File: src/rtl/gray_pkg.sv
// Shared definitions for the gray-code counter link: default width, receiver
// state encoding and the one gray-to-binary decode used by every consumer.
package gray_pkg;

    localparam int unsigned GRAY_WIDTH = 3;

    typedef enum logic [1:0] {
        SYNC  = 2'd0,
        TRACK = 2'd1,
        ERR   = 2'd2
    } rx_state_t;

    // Prefix XOR from the MSB down: bin[i] = ^g[MSB:i]. Upper zero bits of a
    // narrower zero-extended value leave the low bits unaffected.
    function automatic logic [31:0] gray_to_bin(input logic [31:0] g);
        logic [31:0] b;
        b = g;
        b = b ^ (b >> 1);
        b = b ^ (b >> 2);
        b = b ^ (b >> 4);
        b = b ^ (b >> 8);
        b = b ^ (b >> 16);
        return b;
    endfunction

endpackage

File: src/rtl/gray2bin.sv
// Combinational gray-to-binary decoder.
//   gray : gray-coded input, WIDTH bits
//   bin  : binary decode, WIDTH bits
module gray2bin
    import gray_pkg::*;
#(
    parameter int unsigned WIDTH = GRAY_WIDTH
) (
    input  logic [WIDTH-1:0] gray,
    output logic [WIDTH-1:0] bin
);

    always_comb begin
        bin = WIDTH'(gray_to_bin(32'(gray)));
    end

endmodule

File: src/rtl/gray_rx.sv
// Gray-coded counter receiver: samples Gray on En, decodes it to binary and
// checks that each sample holds or advances by exactly one (mod 2^WIDTH).
//   Clk      : clock, posedge
//   Reset    : async active-low reset
//   En       : sample strobe
//   Clr      : sync clear of Error/Overflow, forces resync
//   Gray     : gray-coded count from transmitter
//   Count    : registered binary of last accepted sample
//   Valid    : high while tracking a legal sequence
//   Step     : one-cycle pulse per accepted +1 advance
//   Overflow : sticky, set on accepted wrap from max to 0
//   Error    : sticky, set on an illegal transition
module gray_rx
    import gray_pkg::*;
#(
    parameter int unsigned WIDTH = GRAY_WIDTH
) (
    input  logic             Clk,
    input  logic             Reset,
    input  logic             En,
    input  logic             Clr,
    input  logic [WIDTH-1:0] Gray,
    output logic [WIDTH-1:0] Count,
    output logic             Valid,
    output logic             Step,
    output logic             Overflow,
    output logic             Error
);

    localparam logic [WIDTH-1:0] COUNT_MAX = {WIDTH{1'b1}};

    rx_state_t        state_q, state_d;
    logic [WIDTH-1:0] count_d;
    logic             valid_d, step_d, overflow_d, error_d;
    logic [WIDTH-1:0] bin_c;
    logic [WIDTH-1:0] next_count_c;

    gray2bin #(.WIDTH(WIDTH)) u_gray2bin (
        .gray (Gray),
        .bin  (bin_c)
    );

    // Wrapped +1: carry-out is dropped so max+1 compares equal to 0.
    assign next_count_c = Count + WIDTH'(1);

    // State and output registers.
    always_ff @(posedge Clk or negedge Reset) begin
        if (!Reset) begin
            state_q  <= SYNC;
            Count    <= '0;
            Valid    <= 1'b0;
            Step     <= 1'b0;
            Overflow <= 1'b0;
            Error    <= 1'b0;
        end else begin
            state_q  <= state_d;
            Count    <= count_d;
            Valid    <= valid_d;
            Step     <= step_d;
            Overflow <= overflow_d;
            Error    <= error_d;
        end
    end

    // Next-state and next-output logic; Clr overrides any sample on its edge.
    always_comb begin
        state_d    = state_q;
        count_d    = Count;
        valid_d    = Valid;
        step_d     = 1'b0;
        overflow_d = Overflow;
        error_d    = Error;

        if (Clr) begin
            state_d    = SYNC;
            valid_d    = 1'b0;
            overflow_d = 1'b0;
            error_d    = 1'b0;
        end else begin
            case (state_q)
                SYNC: begin
                    // First sample after reset/clear is trusted unconditionally.
                    if (En) begin
                        count_d = bin_c;
                        valid_d = 1'b1;
                        state_d = TRACK;
                    end
                end
                TRACK: begin
                    if (En) begin
                        if (bin_c == next_count_c) begin
                            count_d = bin_c;
                            step_d  = 1'b1;
                            if (Count == COUNT_MAX) begin
                                overflow_d = 1'b1;
                            end
                        end else if (bin_c != Count) begin
                            error_d = 1'b1;
                            valid_d = 1'b0;
                            state_d = ERR;
                        end
                    end
                end
                ERR: begin
                    valid_d = 1'b0;
                    error_d = 1'b1;
                end
                default: begin
                    state_d = SYNC;
                    valid_d = 1'b0;
                end
            endcase
        end
    end

endmodule

File: config.mk
export PLATFORM = sky130hd
export DESIGN_NAME = gray_rx
export DESIGN_NICKNAME = d
export VERILOG_FILES = /design/src/rtl/gray_pkg.sv /design/src/rtl/gray2bin.sv /design/src/rtl/gray_rx.sv
export SDC_FILE = /design/constraint.sdc
export NUM_CORES = 1
export LEC_CHECK = 0
export ABC_AREA = 0
export CORE_AREA = 2 2 39 41
export DETAILED_ROUTE_END_ITERATION = 10
export DIE_AREA = 0 0 41 43
export PLACE_DENSITY = 0.79
export SYNTH_ARGS = -nofsm -noshare
export SYNTH_HDL_FRONTEND = slang
export SYNTH_SLANG_ARGS = --single-unit
File: constraint.sdc
create_clock -name Clk -period 3.4 [get_ports Clk]
set_clock_uncertainty 0.15 [all_clocks]
set_input_delay 0.34 -clock Clk [delete_from_list [all_inputs] [get_ports Clk]]
set_output_delay 0.34 -clock Clk [all_outputs]
set_load 0.03 [all_outputs]
==> flow_summary.json, run 1 <==
{
  "place.gp.congestion": 0.759,
  "dieArea_um2": 1760,
  "yosysTopAreaCell": "dfrtp_1",
  "path_max_fanout": 5,
  "grt_pass1_wl_um": 2040,
  "htree_num_levels": 1,
  "crit_arrival_ns": 2.56,
  "first_pass_iters": 2,
  "cts_resized": 0,
  "whs_ns": 0.202,
  "pwr-share-seq_pct": 33.3,
  "critPathLaunchType": "register",
  "critPathCaptureType": "register",
  "coreArea_um2": 1380,
  "drcViolationCount": 0,
  "grt_max_degree": 11,
  "ir_drop_mv": 0.281,
  "min_period_ns": 2.55,
  "setup_violations": 0,
  "fillCellCount": 139,
  "synthCells": 53,
  "clock-root-buffer": "clkbuf_4",
  "drv_cap": 0,
  "wl_per_cell_um": 13.1,
  "drv_slew": 0,
  "synth_top_area_share_pct": 40.2,
  "synth_nets": 62,
  "tns_ns": 0,
  "yosysUniqueCellTypes": 28,
  "antenna_found_initial": 0,
  "ys_seq_area_share_pct": 40.2,
  "ys_ff_latch": 9,
  "rsz0062_at_grt": "false",
  "clkPwrFrac_pct": 17.5,
  "worst_slew_pin_slew_ns": 0.391,
  "cts_sinks": 9,
  "grt_usage_pct": 18.1,
  "cts_tree": "yes",
  "drt-initial-drc-count": 7,
  "max_clock_freq_mhz": 392,
  "syn2layout_area_growth_pct": 29.5,
  "place_ws_ns": 0.827,
  "clk_latency_ns": 0.27,
  "drive_gt1_share_pct": 15.9,
  "combPwrFrac_pct": 49.2,
  "initial_core_util_pct": 40.5,
  "fp-row-count": 14,
  "multiInputGateArea_um2": 309,
  "synth_area_leaders": "dfrtp_1, mux2_2, xor2_1",
  "drt-total-wl_um": 1110,
  "seqCellArea_um2": 225,
  "power_leakage_uw": 0.000308,
  "setup_ws_ns": 0.848,
  "boundaryPins": 14,
  "grt_pass1_vias": 494,
  "chipHeight_um": 43,
  "numPortBuffers": 13,
  "max_slew_margin_pct": 73.8,
  "syn_area_um2": 561,
  "internal_power_uw": 284,
  "p_sw_share_pct": 42.1,
  "critPathRequiredTime_ns": 3.40,
  "die_w_um": 41,
  "fin_nets": 79,
  "cts_setup_buffers": 0,
  "antenna_left": 0,
  "p_sw_uw": 206,
  "dpl.hpwl_um": 855,
  "via_per_inst": 5.62,
  "path_clk_slew_ns": 0.06,
  "path_class": "reg -> reg",
  "status": "complete, no violations",
  "syn_avg_cell_area_um2": 10.6,
  "cts_hold_buffers": 0,
  "ys_warn_count": 0,
  "n_antenna_cell": 0,
  "finalHoldViolations": 0,
  "vias": 478,
  "post-route-period-util_pct": 75.1,
  "clockBufferDepth": 2,
  "grt_overflow": 0,
  "hold_class": "in -> async",
  "cts_buffers": 3,
  "powerDensity_nw_per_um2": 676
}
## worst max-delay path: stages (launching register included)
cell	delay (ns)
dfrtp_1	0.42
ha_1	0.22
ha_1	0.31
or3b_1	0.38
a211oi_2	0.35
o311a_2	0.26
mux2_2	0.34
## metrics by stage
step                instance area, µm²  utilization [%]  instances  total power (µW)
floorplan                          561                -         53               325
global placement                   699             50.5         81               403
detailed placement                 699             50.5         81               410
CTS                                726             52.4         85               497
global route                       726             52.4         85               530
finish                             726             52.4         85               491
## cell usage after synthesis
cell type and count:
or3b_1 1, nand3b_1 1, o32ai_1 1, nor2b_1 1
a211oi_1 2, a31oi_1 2, nand3_1 2, nor4b_1 1
and3_1 2, a21oi_1 1, mux2_2 3, buf_6 1
or4b_1 1, xor2_1 3, nor3_1 1, o311a_2 1
o21ai_0 2, o211ai_1 2, or3_2 1, inv_1 4
nor3b_1 1, a311oi_2 1, and3b_2 1, o211a_1 1
ha_1 2, a211oi_2 1, dfrtp_1 9, nor2_1 4
## placed cells by master, fill, tap and decap left out, types with 2 or more instances in the layout
cell type        netlist  layout
and3_1                 2       2
dfrtp_1                9       9
clkdlybuf4s50_1        0      13
inv_1                  4       4
clkbuf_4               0       3
nand3_1                2       2
nor2_1                 4       4
a211oi_1               2       2
o211ai_1               2       2
o21ai_0                2       2
ha_1                   2       2
mux2_2                 3       3
a31oi_1                2       2
xor2_1                 3       3
## registers in the layout (all words and copies together) (netlist names)
name and flops:
Valid 1, Overflow 1, Step 1, state_q 2
Count 3, Error 1
## power groups by stage
| stage | combinational (µW) | sequential (µW) | clock, µW |
|---|---|---|---|
| 2_1_floorplan | 124 | 201 | 0 |
| 4_1_cts | 245 | 164 | 88.1 |
| 5_1_grt | 266 | 169 | 94.0 |
| 6_report | 242 | 164 | 85.8 |
| 3_5_place_dp | 244 | 166 | 0 |
| 3_3_place_gp | 238 | 164 | 0 |
## path summary, 6_finish.rpt
kind | from | to | slack, ns | depth (start not counted)
setup / recovery | Count[0] | Count[1] | 0.85 | 6
hold / removal | Reset | Overflow | 0.20 | 1
setup reg to reg | Count[0] | Count[1] | 0.85 | 6
hold reg to reg | Overflow | Overflow | 0.37 | 2
max in group asynchronous | Reset | state_q[0] | 2.61 | 1
min in group Clk | Overflow | Overflow | 0.37 | 2
## area by class of cell
cell class	instances	share of cell area (%)
inverters	4	2.07
well taps	16	2.76
multi-input cells	39	42.6
repair buffers	13	17.9
flip-flops and latches	9	31.0
clock buffers	4	3.62
## per-layer routing
metal  wire length [µm]  GRT usage (%)  part of all wire [%]  vias to the layer above
met2                570           27.2                    51                       12
li1                   -              -                     -                      237
met4                 41           12.0                   3.7                        0
met3                 65           7.85                   5.8                        4
met1                436           19.3                    39                      225
met5                  0              0                     0                        -
## cells by family after synthesis
family / count (synthesis) / share of synthesized area (%)
XOR/XNOR: 3 / 4.69
multiplexers: 3 / 6.03
buffers and inverters: 5 / 4.69
flip-flops: 9 / 40.2
AND/OR/NAND/NOR: 17 / 19.4
adder cells (fa/ha/maj): 2 / 4.46
AO/OA/AOI/OAI: 14 / 20.5
(Power assumes the default switching activity.)
==> run 2, diff against run 1 <==
- clock period: 3.4 -> 2.7 ns (I/O delays scaled with it)
==> run 2 against run 1 <==
Against the previous run: combinational power increased by 26%; setup slack lost 0.69 ns; global-route usage is 1.1 points lower; sequential power increased by 26%; clock-buffer cell count is the same; non-clock buffer count is 1 higher; first-iteration DRC count decreased by 14%; worst hold slack lost 0.053 ns; largest cell class unchanged; highest routed layer unchanged.
==> flow_summary.json, run 2 (synthesis results as in run 1) <==
{
  "path_max_fanout": 5,
  "critPathLaunchType": "register",
  "syn2layout_area_growth_pct": 30.8,
  "max_slew_margin_pct": 73.1,
  "ir_drop_mv": 0.572,
  "worst_slew_pin_slew_ns": 0.402,
  "grt_pass1_vias": 449,
  "cts_tree": "yes",
  "drv_slew": 0,
  "drive_gt1_share_pct": 17.1,
  "first_pass_iters": 4,
  "clockBufferDepth": 2,
  "chipHeight_um": 43,
  "critPathRequiredTime_ns": 2.70,
  "path_class": "reg -> reg",
  "final_cell_mix": "clkdlybuf4s50_1, dfrtp_1, inv_1, nor2_1",
  "wl_per_cell_um": 12.7,
  "dpl.hpwl_um": 882,
  "clock-root-buffer": "clkbuf_4",
  "vias": 471,
  "top_register": "Count",
  "cts_sinks": 9,
  "grt_util_met2_pct": 25.0,
  "clk_latency_ns": 0.26,
  "grt_max_degree": 10,
  "place.gp.congestion": 0.813,
  "numPortBuffers": 13,
  "critPathCaptureType": "register",
  "whs_ns": 0.149,
  "tns_ns": 0,
  "via_per_inst": 5.48,
  "largestRegisters": "Count x3, state_q x2",
  "post-route-period-util_pct": 94.2,
  "path_clk_slew_ns": 0.06,
  "antenna_found_initial": 0,
  "finalHoldViolations": 0,
  "dieArea_um2": 1760,
  "hold_class": "in -> async",
  "htree_num_levels": 1,
  "layout_commonest_cell": "clkdlybuf4s50_1",
  "worstReg2RegStart": "Count[0]",
  "cts_buffers": 3,
  "antenna_left": 0,
  "coreArea_um2": 1380,
  "fin_nets": 80,
  "drv_cap": 0,
  "drcViolationCount": 0,
  "power_leakage_uw": 0.000313,
  "grt_overflow": 0,
  "crit_arrival_ns": 2.54,
  "use_met3_pct": 7.85,
  "max_clock_freq_mhz": 393,
  "fin_area_um2": 733,
  "die_w_um": 41,
  "cts_resized": 0,
  "n_antenna_cell": 0,
  "drt-total-wl_um": 1090,
  "powerDensity_nw_per_um2": 843,
  "grt_usage_pct": 17.0,
  "status": "complete, no violations",
  "dpl_cell_area_um2": 707,
  "use_met1_pct": 18.1,
  "cts_setup_buffers": 0,
  "largest_reg_flops": 3,
  "crit_start": "Count[0]",
  "busiest_layer": "met2",
  "initial_core_util_pct": 40.5,
  "min_period_ns": 2.54,
  "cts_hold_buffers": 0,
  "fp-row-count": 14,
  "rsz0062_at_grt": "false",
  "boundaryPins": 14,
  "setup_violations": 0,
  "drt-initial-drc-count": 6,
  "grt_pass1_wl_um": 1880
}
[run 2: cell count changes in the layout (fill, tap and decap cells not counted)]
cell / delta
buf_4: +1
[run 2: worst paths after layout]
path / endpoint / slack, ns / cells after the start
max: Count[1] / 0.16 / 6
min: Overflow / 0.15 / 1
max in group asynchronous: Count[2] / 1.97 / 1
max reg2reg: Count[1] / 0.16 / 6
min reg2reg: Overflow / 0.37 / 2
min in group Clk: Overflow / 0.37 / 2
[run 2: layout make-up]
cell class              count  area, µm²
fillers                   146        651
multi-input cells          39        309
flip-flops and latches      9        225
repair buffers             14        138
clock buffers               4       26.3
well taps                  16       20.0
inverters                   4       15.0
[run 2: report_power, final]
| group | internal, µW | switching [µW] | leakage (µW) |
|---|---|---|---|
| sequential | 166 | 40.6 | 0.000116 |
| clock | 57.1 | 48.5 | 0.0000150 |
| combinational | 137 | 169 | 0.000182 |
| total | 360 | 258 | 0.000313 |
[run 2: per-stage QoR]
stage          total power [µW]  instances  worst slack (ns)  utilization (%)
3_3_place_gp                505         82             0.201             51.1
6_report                    618         86             0.156             53.0
3_5_place_dp                516         82             0.148             51.1
2_1_floorplan               409         53             0.139                -
5_1_grt                     669         86            0.0292             53.0
4_1_cts                     626         86             0.136             53.0
[run 2: critical path: stages, from the launching register on]
cell and delay [ns]:
dfrtp_1 0.43, ha_1 0.22, ha_1 0.31, or3b_1 0.37
a211oi_2 0.35, o311a_2 0.27, mux2_2 0.33
[run 2: layer usage]
layer / wire, µm / up-vias
met5: 0 / -
met4: 19 / 0
met3: 59 / 2
met2: 557 / 11
met1: 457 / 219
li1: - / 239
